File: config.mk
export PLATFORM = sky130hd
export DESIGN_NAME = ball_motion
export DESIGN_NICKNAME = d
export VERILOG_FILES = /design/src/rtl/ball_motion.sv
export SDC_FILE = /design/constraint.sdc
export NUM_CORES = 1
export LEC_CHECK = 0
export CAP_MARGIN = 25
export CORE_MARGIN = 8
export CORE_UTILIZATION = 66
export DETAILED_ROUTE_END_ITERATION = 7
export GPL_TIMING_DRIVEN = 1
export PLACE_DENSITY = 0.85
export SLEW_MARGIN = 20
export SYNTH_ARGS = -nofsm -noshare
export SYNTH_HDL_FRONTEND = slang
export SYNTH_SLANG_ARGS = --single-unit
File: constraint.sdc
create_clock -name clk -period 6.1 [get_ports clk]
set_input_delay 0.61 -clock clk [delete_from_list [all_inputs] [get_ports clk]]
set_output_delay 0.61 -clock clk [all_outputs]
set_load 0.01 [all_outputs]
File: src/rtl/ball_motion.sv
// Ball position generator: steps the ball once per video frame, applying
// button kicks, friction, wall reflections and side-wall goal detection.
module ball_motion #(
    parameter int X_MIN           = 144,
    parameter int X_MAX           = 783,
    parameter int Y_MIN           = 35,
    parameter int Y_MAX           = 514,
    parameter int X_C             = 464,
    parameter int Y_C             = 275,
    parameter int BALL_R          = 6,
    parameter int GOAL_Y0         = 235,
    parameter int GOAL_Y1         = 315,
    parameter int KICK_V          = 4,
    parameter int FRICTION_FRAMES = 16,
    parameter int GOAL_FRAMES     = 60
) (
    input  logic        clk,
    input  logic        reset,
    input  logic        frame_tick,
    input  logic [1:0]  btn,
    output logic [10:0] mem_X,
    output logic [10:0] mem_Y,
    output logic        pos_valid,
    output logic [1:0]  goal
);

    // Legal range for the ball centre and the mirror points used for bounces.
    localparam logic signed [11:0] XLO  = 12'(X_MIN + BALL_R);
    localparam logic signed [11:0] XHI  = 12'(X_MAX - BALL_R);
    localparam logic signed [11:0] YLO  = 12'(Y_MIN + BALL_R);
    localparam logic signed [11:0] YHI  = 12'(Y_MAX - BALL_R);
    localparam logic signed [11:0] XLO2 = 12'(2 * (X_MIN + BALL_R));
    localparam logic signed [11:0] XHI2 = 12'(2 * (X_MAX - BALL_R));
    localparam logic signed [11:0] YLO2 = 12'(2 * (Y_MIN + BALL_R));
    localparam logic signed [11:0] YHI2 = 12'(2 * (Y_MAX - BALL_R));
    localparam logic signed [11:0] GY0  = 12'(GOAL_Y0);
    localparam logic signed [11:0] GY1  = 12'(GOAL_Y1);
    localparam logic signed [11:0] XC   = 12'(X_C);
    localparam logic signed [11:0] YC   = 12'(Y_C);
    localparam logic signed [4:0]  KV   = 5'(KICK_V);
    localparam logic [15:0] FRIC_LAST   = 16'(FRICTION_FRAMES - 1);
    localparam logic [15:0] HOLD_INIT   = 16'(GOAL_FRAMES);

    typedef enum logic [2:0] {IDLE, STEP_X, STEP_Y, UPDATE, GOAL_HOLD} state_t;

    state_t             state;
    logic signed [11:0] x, y;
    logic signed [4:0]  vx, vy;
    logic [15:0]        frame_cnt;
    logic [15:0]        hold_cnt;
    logic [1:0]         kick_pend;
    logic [1:0]         btn_prev;
    logic [1:0]         goal_hit;

    logic [1:0]         kick_rise;
    logic signed [4:0]  vx_k, vy_k;
    logic signed [11:0] nx, ny;
    logic               in_band;

    // Move one unit of speed toward zero; used by friction.
    function automatic logic signed [4:0] toward_zero(input logic signed [4:0] v);
        if (v > 5'sd0)
            return v - 5'sd1;
        else if (v < 5'sd0)
            return v + 5'sd1;
        else
            return v;
    endfunction

    // Kick-adjusted velocity and candidate next positions for the step states.
    always_comb begin
        kick_rise = btn & ~btn_prev;
        vx_k = vx;
        vy_k = vy;
        if (kick_pend == 2'b01) begin
            vx_k = KV;
            vy_k = 5'sd1;
        end else if (kick_pend == 2'b10) begin
            vx_k = -KV;
            vy_k = -5'sd1;
        end
        nx = x + {{7{vx_k[4]}}, vx_k};
        ny = y + {{7{vy[4]}}, vy};
        in_band = (y >= GY0) && (y <= GY1);
    end

    // Frame-step FSM: kick capture, X move with goal check, Y move, publish.
    always_ff @(posedge clk) begin
        if (reset) begin
            state     <= IDLE;
            x         <= XC;
            y         <= YC;
            vx        <= '0;
            vy        <= '0;
            frame_cnt <= '0;
            hold_cnt  <= '0;
            kick_pend <= '0;
            btn_prev  <= '0;
            goal_hit  <= '0;
            mem_X     <= XC[10:0];
            mem_Y     <= YC[10:0];
            pos_valid <= 1'b0;
            goal      <= '0;
        end else begin
            pos_valid <= 1'b0;
            goal      <= '0;
            btn_prev  <= btn;
            if (state != GOAL_HOLD)
                kick_pend <= kick_pend | kick_rise;

            case (state)
                IDLE: begin
                    if (frame_tick)
                        state <= STEP_X;
                end
                STEP_X: begin
                    if (kick_pend != 2'b00) begin
                        kick_pend <= kick_rise;
                        if (kick_pend != 2'b11)
                            frame_cnt <= '0;
                    end
                    vx       <= vx_k;
                    vy       <= vy_k;
                    goal_hit <= '0;
                    if (nx > XHI) begin
                        if (in_band)
                            goal_hit <= 2'b01;
                        else begin
                            x  <= XHI2 - nx;
                            vx <= -vx_k;
                        end
                    end else if (nx < XLO) begin
                        if (in_band)
                            goal_hit <= 2'b10;
                        else begin
                            x  <= XLO2 - nx;
                            vx <= -vx_k;
                        end
                    end else begin
                        x <= nx;
                    end
                    state <= STEP_Y;
                end
                STEP_Y: begin
                    if (goal_hit == 2'b00) begin
                        if (ny > YHI) begin
                            y  <= YHI2 - ny;
                            vy <= -vy;
                        end else if (ny < YLO) begin
                            y  <= YLO2 - ny;
                            vy <= -vy;
                        end else begin
                            y <= ny;
                        end
                    end
                    state <= UPDATE;
                end
                UPDATE: begin
                    pos_valid <= 1'b1;
                    if (goal_hit != 2'b00) begin
                        goal      <= goal_hit;
                        goal_hit  <= '0;
                        x         <= XC;
                        y         <= YC;
                        vx        <= '0;
                        vy        <= '0;
                        kick_pend <= '0;
                        frame_cnt <= '0;
                        hold_cnt  <= HOLD_INIT;
                        mem_X     <= XC[10:0];
                        mem_Y     <= YC[10:0];
                        state     <= (GOAL_FRAMES == 0) ? IDLE : GOAL_HOLD;
                    end else begin
                        mem_X <= x[10:0];
                        mem_Y <= y[10:0];
                        if (FRICTION_FRAMES != 0 && frame_cnt == FRIC_LAST) begin
                            vx        <= toward_zero(vx);
                            vy        <= toward_zero(vy);
                            frame_cnt <= '0;
                        end else begin
                            frame_cnt <= frame_cnt + 16'd1;
                        end
                        state <= IDLE;
                    end
                end
                GOAL_HOLD: begin
                    if (frame_tick) begin
                        if (hold_cnt <= 16'd1) begin
                            hold_cnt <= '0;
                            state    <= IDLE;
                        end else begin
                            hold_cnt <= hold_cnt - 16'd1;
                        end
                    end
                end
                default: state <= IDLE;
            endcase
        end
    end

endmodule

---- Word level (Yosys, flattened, before mapping) ----
Cells that the tools add are included.
word-level totals
  register bits after elaboration ......... 100
  bits of input ports ..................... 5
  output and inout bits ................... 25
  logic and storage cells ................. 143
cells by class
  $add $sub $neg .......................... 14
  $lt $le $gt $ge ......................... 11
  equality and inequality tests ........... 23
  multiplexer cells ....................... 58
  bitwise logic cells ..................... 5
  reductions and logical operators ........ 18
operators with widths
  operator                                                     number
  2-to-1 mux 16 bit                                            7
  2-to-1 mux 12 bit                                            9
  2-to-1 mux 5 bit                                             18
  one-hot mux 16 bit (2 select lines)                          2
  one-hot mux 12 bit (2 select lines)                          2
  adder 12 bit                                                 2
  2-to-1 mux 11 bit                                            2
  != test 3 bit, second input constant                         6
  adder 16 x 1 -> 16 bit, second input constant                1
  == test 16 x 4 -> 1 bit, second input constant               1
  <= comparator 16 x 1 -> 1 bit, second input constant         1
  != test 2 bit, second input constant                         8
  subtractor 16 x 1 -> 16 bit, second input constant           1
  one-hot mux 3 bit (5 select lines)                           1
  one-hot mux 5 bit (3 select lines)                           1
  AND reduction 3 bit                                          5
  2-to-1 mux 2 bit                                             7
  >= comparator 12 x 9 -> 1 bit, second input constant         1
  > comparator 12 x 10 -> 1 bit, second input constant         1
  > comparator 12 x 11 -> 1 bit, second input constant         1
  <= comparator 12 x 10 -> 1 bit, second input constant        1
  less-than comparator 12 x 7 -> 1 bit, second input constant  1
  less-than comparator 12 x 9 -> 1 bit, second input constant  1
  2-to-1 mux 3 bit                                             4
  other kinds (31)                                             45

---- Logic depth before layout (Yosys ltp) ----
Gate-level depths: netlist of run 1.
  depth after elaboration ................. 9
  depth in mapped cells ................... 19
  mapped depth without buffers ............ 16

---- Worst setup path before layout of run 1 ----
Ideal clock, no wire load.
  kind .................................... reg-to-reg
  from .................................... reg kick_pend[0]
  to ...................................... reg vx[1]
  setup time .............................. 0.088 ns
  data arrival time ....................... 3.656 ns
  data required time ...................... 6.012 ns
  setup slack ............................. 2.356 ns
  stages on the path, launching flop included .. 15
  buffers on the path ..................... 1
  clock period less this slack ............ 3.744 ns
  cells stage by stage .................... dfxtp_1 -> inv_1 -> ha_1 -> or3_1 -> clkbuf_1 -> ha_1 -> nand3_2 -> a211oi_1 -> a32oi_1 -> xnor2_2 -> a311oi_2 -> nor2_4 -> a21oi_2 -> mux2_4 -> a311oi_2
on the way
  word-level cells in the longest chain between the ends .. 8
  elaborated cells between the ends (all ways) .. 12
  those cells by class .................... add/sub (2); order compare (2); eq/ne (2); mux (6)
ends and longest elaborated chain
  what                                                                             line           source
  start: declaration                                                               51             logic [1:0] kick_pend;
  start signal: assignment                                                         109            kick_pend <= kick_pend | kick_rise;
  start signal: assignment                                                         118            kick_pend <= kick_rise;
  == test 2 bit                                                                    78             end else if (kick_pend == 2'b10) begin
  2-to-1 mux 5 bit                                                                 78
  2-to-1 mux 5 bit *                                                               75             if (kick_pend == 2'b01) begin
  adder 12 bit / negator 5 bit (equally long branches)                             82, 130, 137
  less-than comparator 12 x 9 -> 1 bit / 2-to-1 mux 5 bit (equally long branches)  132, 126, 133
  2-to-1 mux 5 bit                                                                 132            end else if (nx < XLO) begin
  2-to-1 mux 5 bit *                                                               125            if (nx > XHI) begin
  one-hot mux 5 bit (2 select lines) *                                             111            case (state)
  end signal: assignment                                                           122            vx <= vx_k;
  end signal: assignment                                                           130            vx <= -vx_k;
  end signal: assignment                                                           137            vx <= -vx_k;
  end: declaration                                                                 48             logic signed [4:0] vx, vy;
Mark *: on every way between the ends. The rest lies on a longest branch, timed or not.
A chain may end at the register's enable or synchronous reset.

---- Worst setup path after layout of run 1 ----
  from .................................... reg kick_pend[1]
  to ...................................... reg x[7]
on the way
  word-level cells in the longest chain between the ends .. 9
  elaborated cells between the ends (all ways) .. 17
  those cells by class .................... add/sub (3); order compare (2); eq/ne (4); mux (7); reduce/logical (1)
ends and longest elaborated chain
  what                                 line  source
  == test 2 bit                        78
  2-to-1 mux 5 bit                     78
  2-to-1 mux 5 bit *                   75
  adder 12 bit *                       82    nx = x + {{7{vx_k[4]}}, vx_k};
  subtractor 10 x 12 -> 12 bit         136   x <= XLO2 - nx;
  2-to-1 mux 12 bit                    133   if (in_band)
  2-to-1 mux 12 bit                    132
  2-to-1 mux 12 bit                    125
  one-hot mux 12 bit (2 select lines)  111
  end signal: assignment               129   x <= XHI2 - nx;
  end signal: assignment               136
  end signal: assignment               140   x <= nx;
  end: declaration                     47    logic signed [11:0] x, y;
Mark *: on every way between the ends. The rest lies on a longest branch, timed or not. The select of a mux whose other input is x is not followed.

==> results of run 1 <==
[routing by layer]
metal  GRT usage  wire, um  vias up
li1            -         -     3225
met1      0.3422      8323     3188
met2      0.4097      8541      314
met3     0.04885      1345       38
met4     0.07182       333        0
met5           0         0        -
[registers in the layout, indices dropped and copies added, names as in the netlist]
register / flops
btn_prev: 2
frame_cnt: 16
goal: 2
goal_hit: 2
hold_cnt: 16
kick_pend: 2
mem_X: 11
mem_Y: 11
pos_valid: 1
state: 3
vx: 5
vy: 5
x: 12
y: 12
[placed cells by master, fill, tap and decap left out, types with 8 or more instances in the layout]
master / n
sky130_fd_sc_hd__a21o_1: 14
sky130_fd_sc_hd__a21oi_1: 48
sky130_fd_sc_hd__a22oi_1: 21
sky130_fd_sc_hd__a31oi_1: 14
sky130_fd_sc_hd__a32oi_1: 8
sky130_fd_sc_hd__and3_1: 13
sky130_fd_sc_hd__clkbuf_8: 9
sky130_fd_sc_hd__clkdlybuf4s50_1: 28
sky130_fd_sc_hd__dfxtp_1: 100
sky130_fd_sc_hd__ha_1: 36
sky130_fd_sc_hd__inv_1: 28
sky130_fd_sc_hd__mux2i_1: 12
sky130_fd_sc_hd__nand2_1: 65
sky130_fd_sc_hd__nand2b_1: 24
sky130_fd_sc_hd__nand3_1: 20
sky130_fd_sc_hd__nand4_1: 10
sky130_fd_sc_hd__nor2_1: 117
sky130_fd_sc_hd__nor2b_1: 15
sky130_fd_sc_hd__nor3_1: 21
sky130_fd_sc_hd__nor4_1: 15
sky130_fd_sc_hd__o211ai_1: 8
sky130_fd_sc_hd__o21ai_0: 42
sky130_fd_sc_hd__o22ai_1: 17
sky130_fd_sc_hd__or3_1: 10
sky130_fd_sc_hd__xnor2_1: 38
sky130_fd_sc_hd__xor2_1: 26
[logic make-up after synthesis]
logic type / Yosys count / share of synthesized area
flops: 100 / 0.2828
mux: 15 / 0.02227
fa+ha+maj: 40 / 0.07495
buf+inv: 70 / 0.03977
simple gates: 343 / 0.2404
xor+xnor: 67 / 0.08609
compound gates: 250 / 0.2537
[worst paths after layout]
kind | from | to | cells after the start
setup / recovery | kick_pend[1] | x[7] | 16
hold / removal | hold_cnt[7] | hold_cnt[7] | 2
setup reg to reg | kick_pend[1] | x[7] | 16
hold reg to reg | hold_cnt[7] | hold_cnt[7] | 2
[per-stage QoR]
step / total power [mW] / hold slack, ns / area [um^2] / worst slack, ns / utilization
3_5_place_dp: 1.623 / 0.4664 / 7392 / 1.950 / 0.6941
3_3_place_gp: 1.593 / 0.4562 / 7392 / 2.071 / 0.6941
2_1_floorplan: 1.438 / 0.4448 / 7078 / 2.356 / -
5_1_grt: 2.187 / 0.5085 / 7585 / 1.510 / 0.7122
6_report: 2.055 / 0.4915 / 7585 / 1.828 / 0.7122
4_1_cts: 2.034 / 0.4936 / 7574 / 1.912 / 0.7111
[Yosys cell counts, types with 21 or more instances]
master	n	area, um^2
sky130_fd_sc_hd__a21oi_1	48	240.2
sky130_fd_sc_hd__a22oi_1	21	157.7
sky130_fd_sc_hd__clkbuf_1	30	112.6
sky130_fd_sc_hd__dfxtp_1	100	2002
sky130_fd_sc_hd__ha_1	36	450.4
sky130_fd_sc_hd__inv_1	28	105.1
sky130_fd_sc_hd__nand2_1	65	244.0
sky130_fd_sc_hd__nand2b_1	24	150.1
sky130_fd_sc_hd__nor2_1	117	439.2
sky130_fd_sc_hd__nor3_1	21	105.1
sky130_fd_sc_hd__o21ai_0	42	210.2
sky130_fd_sc_hd__xnor2_1	38	332.8
sky130_fd_sc_hd__xor2_1	26	227.7
[tightest hold or removal path, delay by kind of cell (launching register included)]
kind           cells  cell delay (ns)
flip-flops         1             0.33
AO/OA/AOI/OAI      2             0.13
[area by class of cell]
class	count	area, um^2	area share
Clock buffer	9	123.9	0.01633
Clock inverter	7	57.56	0.007588
Inverter	28	105.1	0.01386
Multi-Input combinational cell	715	4801	0.6330
Sequential cell	100	2002	0.2639
Tap cell	140	175.2	0.02309
Timing Repair Buffer	34	320.3	0.04223
[report_power, final]
group | internal (mW) | total, mW | switching [mW]
combinational | 0.341 | 0.902 | 0.561
sequential | 0.682 | 0.742 | 0.0593
clock | 0.156 | 0.412 | 0.256
total | 1.18 | 2.06 | 0.877
==> results.md, run 1 <==
Final layout:
- The growth of design area from synthesis to finish is 7.159%.
- After the flow finishes, the layout carries non-filler instances totaling 1,033.
- At the end of the flow, the number of nets in the layout was a little over 900.
- The fraction of layout cells with a size suffix above 1 is 0.07391.
- 0 antenna diodes ended up in the layout.
- The count of fill cells added during filler insertion is between 800 and 900.

GRT:
- Entering global routing, the biggest net connects 73 pins.
- Across every metal layer, demand over resource in global routing totals 0.2551.
- The initial antenna violation count is 0.
- The first global-routing pass estimated between 30 and 40 mm of wire.
- The via count of the first global-routing pass was around 6,200.
- After global routing the overflow that remains totals 0.

STA:
- Setup violations remaining at the end of the flow were counted as 0.
- The remaining max-slew budget at the tightest pin is 0.3223.
- The maximum operating frequency is between 0.2 and 0.25 GHz.
- For the pin with the worst max-slew slack, the measured transition is just over 1 ns.
- Setup repair after global routing left no endpoint under its margin.
- The count of endpoints failing hold in the final timing report is 0.
- The max-slew violation count is 0.
- Summed over all failing endpoints, the final setup total negative slack is 0 ns.
- The final setup skew is 0.01674 ns.
- The final period utilization is 0.7004.
- Counting I/O delays and the setup requirement, the final critical path takes ~4.3 ns.

Job:
- Max-cap violations in this run came to 0.

Die:
- The initial utilization of the core area, before any placement, comes to 0.6646.
- For this design the top-level I/O count stands at 30.
- The die outline area is roughly 0.014 mm^2.
- From left edge to right edge, the die measures approximately 120 um.
- The count of standard-cell rows is 38.
- The floorplan step defined a core boundary enclosing ~0.011 mm^2.
- The die is between 100 and 150 um tall.

Critical path:
- The worst endpoint required time is approximately 6.4 ns.
- Traced cell by cell, the critical path runs through inv_1 > ha_1 > nor2_1 > nand2_1 > inv_1 > ha_1 > fa_1 > nand3_2 > a211oi_1 > or3_4 > a211oi_4 > a311oi_2 > o21ai_4 > o22ai_1 > o211a_1 > a211oi_2.
- The type of the setup path with the least slack is reg2reg.
- The kind of capture point of the worst setup path is a register.
- The largest driver fanout on the critical path is 10.
- The buffers plus inverters on the worst setup path is 2.
- The maximum single-stage delay on the critical path is approximately 0.48 ns.
- STA classifies the critical path startpoint as a register.
- At the worst endpoint, the arrival time is between 4 and 5 ns.
- The family with the most delay on the worst path is compound AO/OA/AOI/OAI gates.
- The slowest stage of the critical path belongs to the cell sky130_fd_sc_hd__a211oi_4.
- The worst reg-to-reg setup slack is 1.83 ns.

Synth:
- The average instance area after synthesis is approximately 8 um^2.
- The predominant post-synthesis flop cell is sky130_fd_sc_hd__dfxtp_1.
- The count of yosys warnings during synthesis is 0.
- Counting flops with a built-in enable in the synthesized netlist gives 0.
- The post-synth net total is between 900 and 1,000.
- The proportion of register bits with asynchronous set or reset after synthesis is 0.
- The cell count after synthesis is 885.
- In this run the cell area of the synthesized design comes to 0.007078 mm^2.
- The sequential cell area fraction in the yosys report is 0.2828.
- The flip-flop and latch count after synthesis is 100.
- The count of cell types in the netlist is between 80 and 90.

Clocking:
- After clock tree synthesis, the clock-pin slew on the worst setup and hold paths is roughly 0.10 ns.
- The buffer levels on the longest clock path is 2.
- Clock latency on the worst-skew pair, taken at its later pin, is about 0.39 ns.
- The buffer type at the clock tree root is sky130_fd_sc_hd__clkbuf_8.
- Buffers inserted to repair hold after CTS numbered 0.
- In this run the number of H-tree levels came out at 3.
- The number of gates resized after CTS is 0.
- CTS saw 100 sinks.
- The number of buffers created by CTS is 9.
- TritonCTS built the clock tree.
- Post-CTS timing repair inserted 0 buffers for setup.

Routing:
- Dividing the detail-routed wire length by the instance count gives 17.95 um.
- The first detailed-routing pass ran for 5 iterations.
- The final route contains between 6,000 and 7,000 vias.
- In the routed layout, each cell is associated on average with a via count of approximately 6.5.
- Once detail routing completed, the nets flagged for antenna violations numbered 0.
- The initial DRC count is 786.
- In the routed design, unresolved DRC markers number 0.
- The detailed-route wire length is 18.54 mm.

Run status:
- The run finished with clean final reports.

Placement:
- The detailed placement HPWL is roughly 14 mm.
- The port buffer count is 29.
- Including well taps, the total number of placed cells is between 1,000 and 1,500.
- The final RePlAce weighted congestion is around 1.

Pwr:
- The worst-case vdd ir drop is just over 0.3 mV.
- In this run the power density over the cells is 271.0 mW/mm^2.
- The leakage power of the design is around 2.9 nW.

Min path:
- The kind of path behind the tightest hold check is reg2reg.
No activity file was read; power rests on OpenSTA's default activity.
==> run 2, diff against run 1 <==
- CORE_UTILIZATION: 66 -> 62
- PLACE_DENSITY: 0.85 -> 0.8
- clock period: 6.1 -> 3.97 ns (I/O delays scaled with it)
==> run 2 against run 1 <==
Cell count rose by 2.1%; die area up 5.6%; via count grew 0.65%; sequential share of layout area down 1.3 points; register-to-register slack lost 1.6 ns; critical path depth decreased by 3; clock skew shrank 0.0097 ns; utilization is 0.39 points lower; clock power increased by 120%; global-route usage is essentially flat; worst hold slack got worse by 0.015 ns; first-iteration DRC count down 14%; critical endpoint is now vx[1]; largest power group unchanged.
==> results.md, run 2 (synthesized netlist as in run 1, its figures left out) <==
Clocking:
- The clock net sink count is 100 (unchanged).
- The buffer levels on the longest clock path came to 2 (unchanged).
- The number of buffers inserted to repair setup after CTS came to 0 (unchanged).
- The buffer type at the clock tree root is sky130_fd_sc_hd__clkbuf_16 (was sky130_fd_sc_hd__clkbuf_8).
- The clock-pin slew reported for the worst setup and hold paths after clock tree synthesis is 0.07 ns (was 0.10 ns).
- The number of hold buffers added after cts is 0 (unchanged).
- The number of buffers created by CTS is 9 (unchanged).
- The CTS tree is built (unchanged).
- The maximum level of the CTS H-tree is 3 (unchanged).
- The clock latency reported for the late side of the worst-skew pair is 0.35 ns (was 0.39 ns).

Final layout:
- Registers with the most flip-flops: frame_cnt x16, hold_cnt x16 (unchanged).
- The growth of design area from synthesis to finish is 12.80% (was 7.159%).
- The post-route cell area is 0.007984 mm^2 (was 0.007585 mm^2).
- The final design utilization is 0.7083 (was 0.7122).
- The fraction of layout cells with a size suffix above 1 came to 0.1053 (was 0.07391).
- The leading cell type in the layout, fill and taps excluded is sky130_fd_sc_hd__nor2_1 (unchanged).
- The number of antenna cells inserted is 0 (unchanged).
- Highest-count cells in the layout ignoring fill and taps: sky130_fd_sc_hd__nor2_1 (116), sky130_fd_sc_hd__dfxtp_1 (100), sky130_fd_sc_hd__nand2_1 (65), sky130_fd_sc_hd__a21oi_1 (47), sky130_fd_sc_hd__o21ai_0 (39) (was sky130_fd_sc_hd__nor2_1 (117), sky130_fd_sc_hd__dfxtp_1 (100), sky130_fd_sc_hd__nand2_1 (65), sky130_fd_sc_hd__a21oi_1 (48), sky130_fd_sc_hd__o21ai_0 (42)).
- The number of nets in the finished design is 952 (was 933).
- The count of fill cells added during filler insertion was 954 (was 888).

Critical path:
- The largest driver fanout on the critical path is 6 (was 10).
- The worst endpoint required time was 4.24 ns (was 6.41 ns).
- The critical register-to-register path startpoint is kick_pend[0] (was kick_pend[1]).
- The launching element type of the critical path is a register (unchanged).
- The launching instance or port of the critical path is kick_pend[0] (was kick_pend[1]).
- The worst endpoint data arrival time came to 4.05 ns (was 4.58 ns).
- The type of the setup path with the least slack is reg2reg (unchanged).
- The kind of capture point of the worst setup path is a register (unchanged).

GRT:
- The total congestion overflow after global routing was 0 (unchanged).
- The maximum number of pins on one net before global-route repair is 46 (was 73).
- The initial antenna violation count was 0 (unchanged).
- The wire length of the first global-routing pass came to 31.44 mm (was 30.50 mm).
- The global-route usage over all layers came to 0.2556 (was 0.2551).
- The via count of the first global-routing pass is 6,429 (was 6,179).

Pwr:
- The overall power of the completed layout is 3.507 mW (was 2.055 mW).
- The sequential share of power is 0.324 (was 0.361).
- The internal power summed over all cells is 2.119 mW (was 1.178 mW).
- The total power divided by cell area is 439.3 mW/mm^2 (was 271.0 mW/mm^2).
- The logic gate share of total power is 0.415 (was 0.439).
- The proportion of total power due to net switching is 0.3960 (was 0.4266).
- The worst-case vdd ir drop is 0.4336 mV (was 0.3024 mV).
- The clock network fraction of total power came to 0.261 (was 0.200).
- The switching power summed over all nets was 1.389 mW (was 0.8767 mW).
- The leakage power of the design is 3.057 nW (was 2.914 nW).

Run status:
- Result of the run: completed (unchanged).

Min path:
- The kind of path behind the tightest hold check is reg2reg (unchanged).
- The launch instance of the worst min-delay path is hold_cnt[5] (was hold_cnt[7]).

Placement:
- The placed standard-cell area is 0.007546 mm^2 (was 0.007392 mm^2).
- The detailed placement HPWL is 13.95 mm (was 13.65 mm).
- The final RePlAce weighted congestion is 0.9630 (was 0.9779).
- The port buffer count was 29 (unchanged).

Routing:
- The number of nets with antenna violations after routing is 0 (unchanged).
- The number of optimization iterations in the first detailed-route pass is 6 (was 5).
- The initial DRC count came to 677 (was 786).
- The detailed-route wire length is 19.22 mm (was 18.54 mm).
- The DRC violation count after routing is 0 (unchanged).
- The number of vias after detailed routing is 6,809 (was 6,765).
- The average wire length per cell after detail routing came to 18.22 um (was 17.95 um).
- The via density per instance was 6.454 (was 6.549).

STA:
- The final period utilization was 0.9515 (was 0.7004).
- The maximum operating frequency is 0.2647 GHz (was 0.2341 GHz).
- The number of setup violations in the final report is 0 (unchanged).
- The count of endpoints failing hold in the final timing report is 0 (unchanged).
- The minimum period implied by the final worst setup slack is 3.778 ns (was 4.272 ns).
- The final setup skew is 0.007005 ns (was 0.01674 ns).
- The slew at the pin closest to its max-slew limit is 1.118 ns (was 1.017 ns).
- The remaining max-slew budget at the tightest pin was 0.2444 (was 0.3223).
- The max-slew violation count is 0 (unchanged).

Die:
- The die extent in y is 122.8 um (was 119.6 um).
- The initial core utilization is 0.6279 (was 0.6646).
- The overall die width is 122.8 um (was 119.6 um).
- The count of standard-cell rows came to 39 (was 38).
- The die outline area was 0.01509 mm^2 (was 0.01429 mm^2).
- The boundary pin count came to 30 (unchanged).
- The core outline area is 0.01127 mm^2 (was 0.01065 mm^2).

Job:
- The max-cap check violation count is 0 (unchanged).
## run 2: cell type report
class / count / area (um^2) / share of cell area
sequential: 100 / 2002 / 0.2507
clock inverter: 7 / 80.08 / 0.01003
clock buffer: 9 / 225.2 / 0.02821
timing repair buffer: 53 / 465.4 / 0.05830
multi-input combinational: 715 / 4927 / 0.6171
inverter: 28 / 105.1 / 0.01316
tap: 143 / 178.9 / 0.02241
## run 2: power by group through the flow
stage	registers, mW	logic, mW	clock network [mW]
after floorplan	1.12	1.09	0
after global placement	1.16	1.34	0
after detailed placement	1.16	1.38	0
after CTS	1.13	1.39	0.925
after global routing	1.15	1.60	0.968
final	1.14	1.45	0.915
## run 2: critical path: stages (launching register included)
cell	delay, ns
sky130_fd_sc_hd__dfxtp_1	0.39
sky130_fd_sc_hd__inv_1	0.09
sky130_fd_sc_hd__ha_1	0.23
sky130_fd_sc_hd__or3_1	0.45
sky130_fd_sc_hd__ha_4	0.23
sky130_fd_sc_hd__a211oi_2	0.25
sky130_fd_sc_hd__o21ba_4	0.26
sky130_fd_sc_hd__mux2i_1	0.29
sky130_fd_sc_hd__xnor2_2	0.23
sky130_fd_sc_hd__a31o_1	0.34
sky130_fd_sc_hd__a31oi_4	0.16
sky130_fd_sc_hd__a21oi_4	0.23
sky130_fd_sc_hd__mux2_4	0.32
sky130_fd_sc_hd__a311oi_2	0.21
## run 2: worst paths after layout
kind | endpoint | slack, ns | cells after the start
setup reg to reg | vx[1] | 0.19 | 13
hold / removal | hold_cnt[5] | 0.48 | 2
setup / recovery | vx[1] | 0.19 | 13
hold reg to reg | hold_cnt[5] | 0.48 | 2
## run 2: timing repair
item | CTS | global route
hold endpoints to repair | 0 | 0
endpoints found under the setup margin | 0 | 16
gates resized for setup | 0 | 26
## run 2: per-layer routing
| layer | global-route usage | wire length (um) | vias up |
|---|---|---|---|
| met4 | 0.08149 | 386 | 0 |
| met2 | 0.4050 | 8742 | 264 |
| met5 | 0 | 0 | - |
| met3 | 0.05888 | 1345 | 41 |
| met1 | 0.3370 | 8742 | 3231 |
| li1 | - | - | 3273 |
## run 2: stage by stage
stage | std cells | hold WS (ns) | setup slack [ns] | TNS, ns
finish | 1055 | 0.4761 | 0.1924 | 0
global route | 1055 | 0.5063 | -0.05760 | -0.09660
CTS | 1055 | 0.4777 | 0.02172 | 0
detailed placement | 1039 | 0.4670 | 0.05298 | 0
global placement | 1039 | 0.4554 | 0.1763 | 0
floorplan | 885 | 0.4448 | 0.2257 | 0
==> run 3, diff against run 2 <==
- GPL_TIMING_DRIVEN: 1 -> 0
- TNS_END_PERCENT: not set -> 30
==> run 3 against run 2 <==
Critical path depth increased by 3; die area unchanged; largest cell class unchanged; critical endpoint is now x[7]; fmax decreased by 8.1%; the run now ends with setup timing left; worst setup slack got worse by 0.33 ns; design area increased by 3.7%.
==> results.md, run 3 (synthesized netlist as in run 1, its figures left out) <==
STA:
- The minimum period implied by the final worst setup slack is 4.109 ns (was 3.778 ns).
- The final period utilization was 1.035 (was 0.9515).
- The maximum operating frequency was 0.2434 GHz (was 0.2647 GHz).
- Setup repair after global routing could not meet its margin everywhere.
- The count of endpoints failing hold in the final timing report is 0 (unchanged).
- The slew at the pin closest to its max-slew limit is 0.9351 ns (was 1.118 ns).
- The final hold slack is 0.4756 ns (was 0.4761 ns).
- The number of setup violations in the final report is 1 (was 0).
- The slack of the critical path is -0.1390 ns (was 0.1924 ns).
- The remaining max-slew budget at the tightest pin is 0.3709 (was 0.2444).
- The max-slew violation count came to 0 (unchanged).
- The final setup skew is 0.009177 ns (was 0.007005 ns).

Clocking:
- The buffer levels on the longest clock path came to 2 (unchanged).
- The clock-pin slew reported for the worst setup and hold paths after clock tree synthesis came to 0.07 ns (about the same).
- The CTS tree is built (unchanged).
- The clock net sink count came to 100 (unchanged).
- The buffer type at the clock tree root is sky130_fd_sc_hd__clkbuf_16 (unchanged).
- The maximum level of the CTS H-tree is 3 (unchanged).
- The number of buffers created by CTS is 9 (unchanged).
- The clock latency reported for the late side of the worst-skew pair came to 0.35 ns (about the same).

Pwr:
- The worst-case vdd ir drop is 0.5717 mV (was 0.4336 mV).
- The switching power summed over all nets is 1.407 mW (was 1.389 mW).
- The logic gate share of total power is 0.424 (was 0.415).
- The total power divided by cell area is 428.2 mW/mm^2 (was 439.3 mW/mm^2).
- The clock network fraction of total power is 0.257 (was 0.261).
- The internal power summed over all cells came to 2.137 mW (was 2.119 mW).
- The sequential share of power was 0.320 (was 0.324).
- The overall power of the completed layout is 3.544 mW (was 3.507 mW).
- The leakage power of the design is 3.109 nW (was 3.057 nW).
- The proportion of total power due to net switching is 0.3970 (was 0.3960).

Routing:
- The number of optimization iterations in the first detailed-route pass came to 7 (was 6).
- The DRC violation count after routing is 0 (unchanged).
- The detailed-route wire length was 21.00 mm (was 19.22 mm).
- The average wire length per cell after detail routing was 19.30 um (was 18.22 um).
- The number of nets with antenna violations after routing came to 0 (unchanged).
- The via density per instance is 6.549 (was 6.454).
- The number of vias after detailed routing is 7,125 (was 6,809).
- The initial DRC count is 778 (was 677).

Run status:
- Result of the run: complete, but fails checks (was completed).
- The final reports fail on setup timing.

GRT:
- The initial antenna violation count is 0 (unchanged).
- The wire length of the first global-routing pass is 32.60 mm (was 31.44 mm).
- The total congestion overflow after global routing came to 0 (unchanged).
- The maximum number of pins on one net before global-route repair is 17 (was 46).
- The global-route usage over all layers was 0.2694 (was 0.2556).
- The via count of the first global-routing pass was 6,613 (was 6,429).

Critical path:
- The type of the setup path with the least slack is reg2reg (unchanged).
- The worst endpoint data arrival time came to 4.33 ns (was 4.05 ns).
- The destination of the worst register-to-register timing path is x[7] (was vx[1]).
- The launching element type of the critical path is a register (unchanged).
- The largest driver fanout on the critical path is 10 (was 6).
- The critical register-to-register path startpoint was kick_pend[1] (was kick_pend[0]).
- The worst reg-to-reg setup slack came to -0.14 ns (was 0.19 ns).
- The path depth of the worst reg2reg path came to 16 (was 13).
- The worst endpoint required time is 4.19 ns (was 4.24 ns).
- The kind of capture point of the worst setup path is a register (unchanged).

Die:
- The die outline area is 0.01509 mm^2 (unchanged).
- The count of standard-cell rows is 39 (unchanged).
- The initial core utilization is 0.6279 (unchanged).
- The overall die width is 122.8 um (unchanged).
- The boundary pin count is 30 (unchanged).
- The core outline area is 0.01127 mm^2 (unchanged).
- The die extent in y is 122.8 um (unchanged).

Placement:
- The detailed placement HPWL came to 14.70 mm (was 13.95 mm).
- The final RePlAce weighted congestion was 0.9081 (was 0.9630).
- The port buffer count is 28 (was 29).
- The number of cells after detailed placement is 1,056 (was 1,039).

Final layout:
- Highest-count cells in the layout ignoring fill and taps: sky130_fd_sc_hd__nor2_1 (114), sky130_fd_sc_hd__dfxtp_1 (98), sky130_fd_sc_hd__nand2_1 (63), sky130_fd_sc_hd__a21oi_1 (47), sky130_fd_sc_hd__o21ai_0 (39) (was sky130_fd_sc_hd__nor2_1 (116), sky130_fd_sc_hd__dfxtp_1 (100), sky130_fd_sc_hd__nand2_1 (65), sky130_fd_sc_hd__a21oi_1 (47), sky130_fd_sc_hd__o21ai_0 (39)).
- The count of fill cells added during filler insertion is 838 (was 954).
- Registers with the most flip-flops: frame_cnt x16, hold_cnt x16 (unchanged).
- The area occupied by registers came to 0.002004 mm^2 (was 0.002002 mm^2).
- The growth of design area from synthesis to finish was 16.93% (was 12.80%).
- The number of nets in the finished design is 985 (was 952).
- The final instance count without filler cells is 1,088 (was 1,055).
- The area taken by multi-input logic gates is 0.005105 mm^2 (was 0.004927 mm^2).
- The fraction of layout cells with a size suffix above 1 came to 0.1196 (was 0.1053).
- The number of antenna cells inserted is 0 (unchanged).
- The leading cell type in the layout, fill and taps excluded is sky130_fd_sc_hd__nor2_1 (unchanged).

Min path:
- The worst hold path endpoint is hold_cnt[5] (unchanged).
- The number of stages on the worst hold path was 2 (unchanged).
- The launch instance of the worst min-delay path is hold_cnt[5] (unchanged).
- The kind of path behind the tightest hold check is reg2reg (unchanged).

Job:
- The max-cap check violation count is 0 (unchanged).
[run 3: changes by cell type in the layout (fill, tap and decap cells not counted), sizes merged]
cell | previous run | this run
buf | 25 | 27
o21ai | 44 | 45
inv | 32 | 29
clkbuf | 9 | 42
[run 3: worst max-delay path by stage]
stage	to	from	cells past startpoint	slack, ns
floorplan	vx[1]	kick_pend[0]	14	0.23
finish	x[7]	kick_pend[1]	16	-0.14
global route	x[7]	kick_pend[1]	16	-0.20
global placement	vx[1]	kick_pend[0]	14	-0.24
detailed placement	vx[1]	kick_pend[0]	14	-0.34
CTS	vx[1]	kick_pend[1]	19	0.004
[run 3: critical path, stage by stage, from the launching register on]
cell and delay (ns):
sky130_fd_sc_hd__dfxtp_2 0.37, sky130_fd_sc_hd__inv_1 0.07, sky130_fd_sc_hd__ha_1 0.19, sky130_fd_sc_hd__buf_4 0.18
sky130_fd_sc_hd__nor2_1 0.23, sky130_fd_sc_hd__ha_2 0.40, sky130_fd_sc_hd__a21oi_4 0.26, sky130_fd_sc_hd__buf_4 0.17
sky130_fd_sc_hd__a21oi_1 0.11, sky130_fd_sc_hd__mux2i_1 0.38, sky130_fd_sc_hd__nand2_2 0.28, sky130_fd_sc_hd__o21ai_1 0.24
sky130_fd_sc_hd__o221ai_2 0.15, sky130_fd_sc_hd__or2_1 0.27, sky130_fd_sc_hd__buf_4 0.20, sky130_fd_sc_hd__nor4_2 0.40
sky130_fd_sc_hd__a211oi_2 0.07
[run 3: area by class of cell]
| cell class | count | share of cell area |
|---|---|---|
| sequential | 100 | 0.2422 |
| tap | 143 | 0.02162 |
| buffer | 40 | 0.02056 |
| clock inverter | 4 | 0.006954 |
| clock buffer | 12 | 0.02978 |
| inverter | 28 | 0.01270 |
| multi-input combinational | 716 | 0.6168 |
| timing repair buffer | 45 | 0.04943 |
[run 3: through the flow]
stage,setup slack (ns),TNS [ns],instance area (um^2),utilization
2_1_floorplan,0.2257,0,7078,-
3_3_place_gp,-0.2376,-1.532,7537,0.6687
3_5_place_dp,-0.3390,-3.702,7537,0.6687
4_1_cts,0.004150,0,8117,0.7201
5_1_grt,-0.2049,-0.7538,8277,0.7343
6_report,-0.1390,-0.1390,8277,0.7343
[run 3: metal layers]
| metal | GRT usage | up-vias | wire [um] |
|---|---|---|---|
| met5 | 0 | - | 0 |
| met1 | 0.3379 | 3393 | 8797 |
| li1 | - | 3340 | - |
| met4 | 0.09444 | 0 | 659 |
| met3 | 0.06394 | 71 | 1716 |
| met2 | 0.4434 | 321 | 9826 |
[run 3: timing repair]
item                       CTS  global route
hold buffers                 0             0
gates cloned                 1             0
gates resized for setup     34            24
setup endpoints to repair   17            19
buffers inserted             7             9
pin swaps                    9            11
[run 3: power groups by stage]
stage / sequential, mW / clock, mW / combinational (mW)
after floorplan: 1.12 / 0 / 1.09
after global placement: 1.15 / 0 / 1.34
after detailed placement: 1.15 / 0 / 1.37
after CTS: 1.13 / 0.920 / 1.42
after global routing: 1.14 / 0.954 / 1.63
final: 1.13 / 0.909 / 1.50
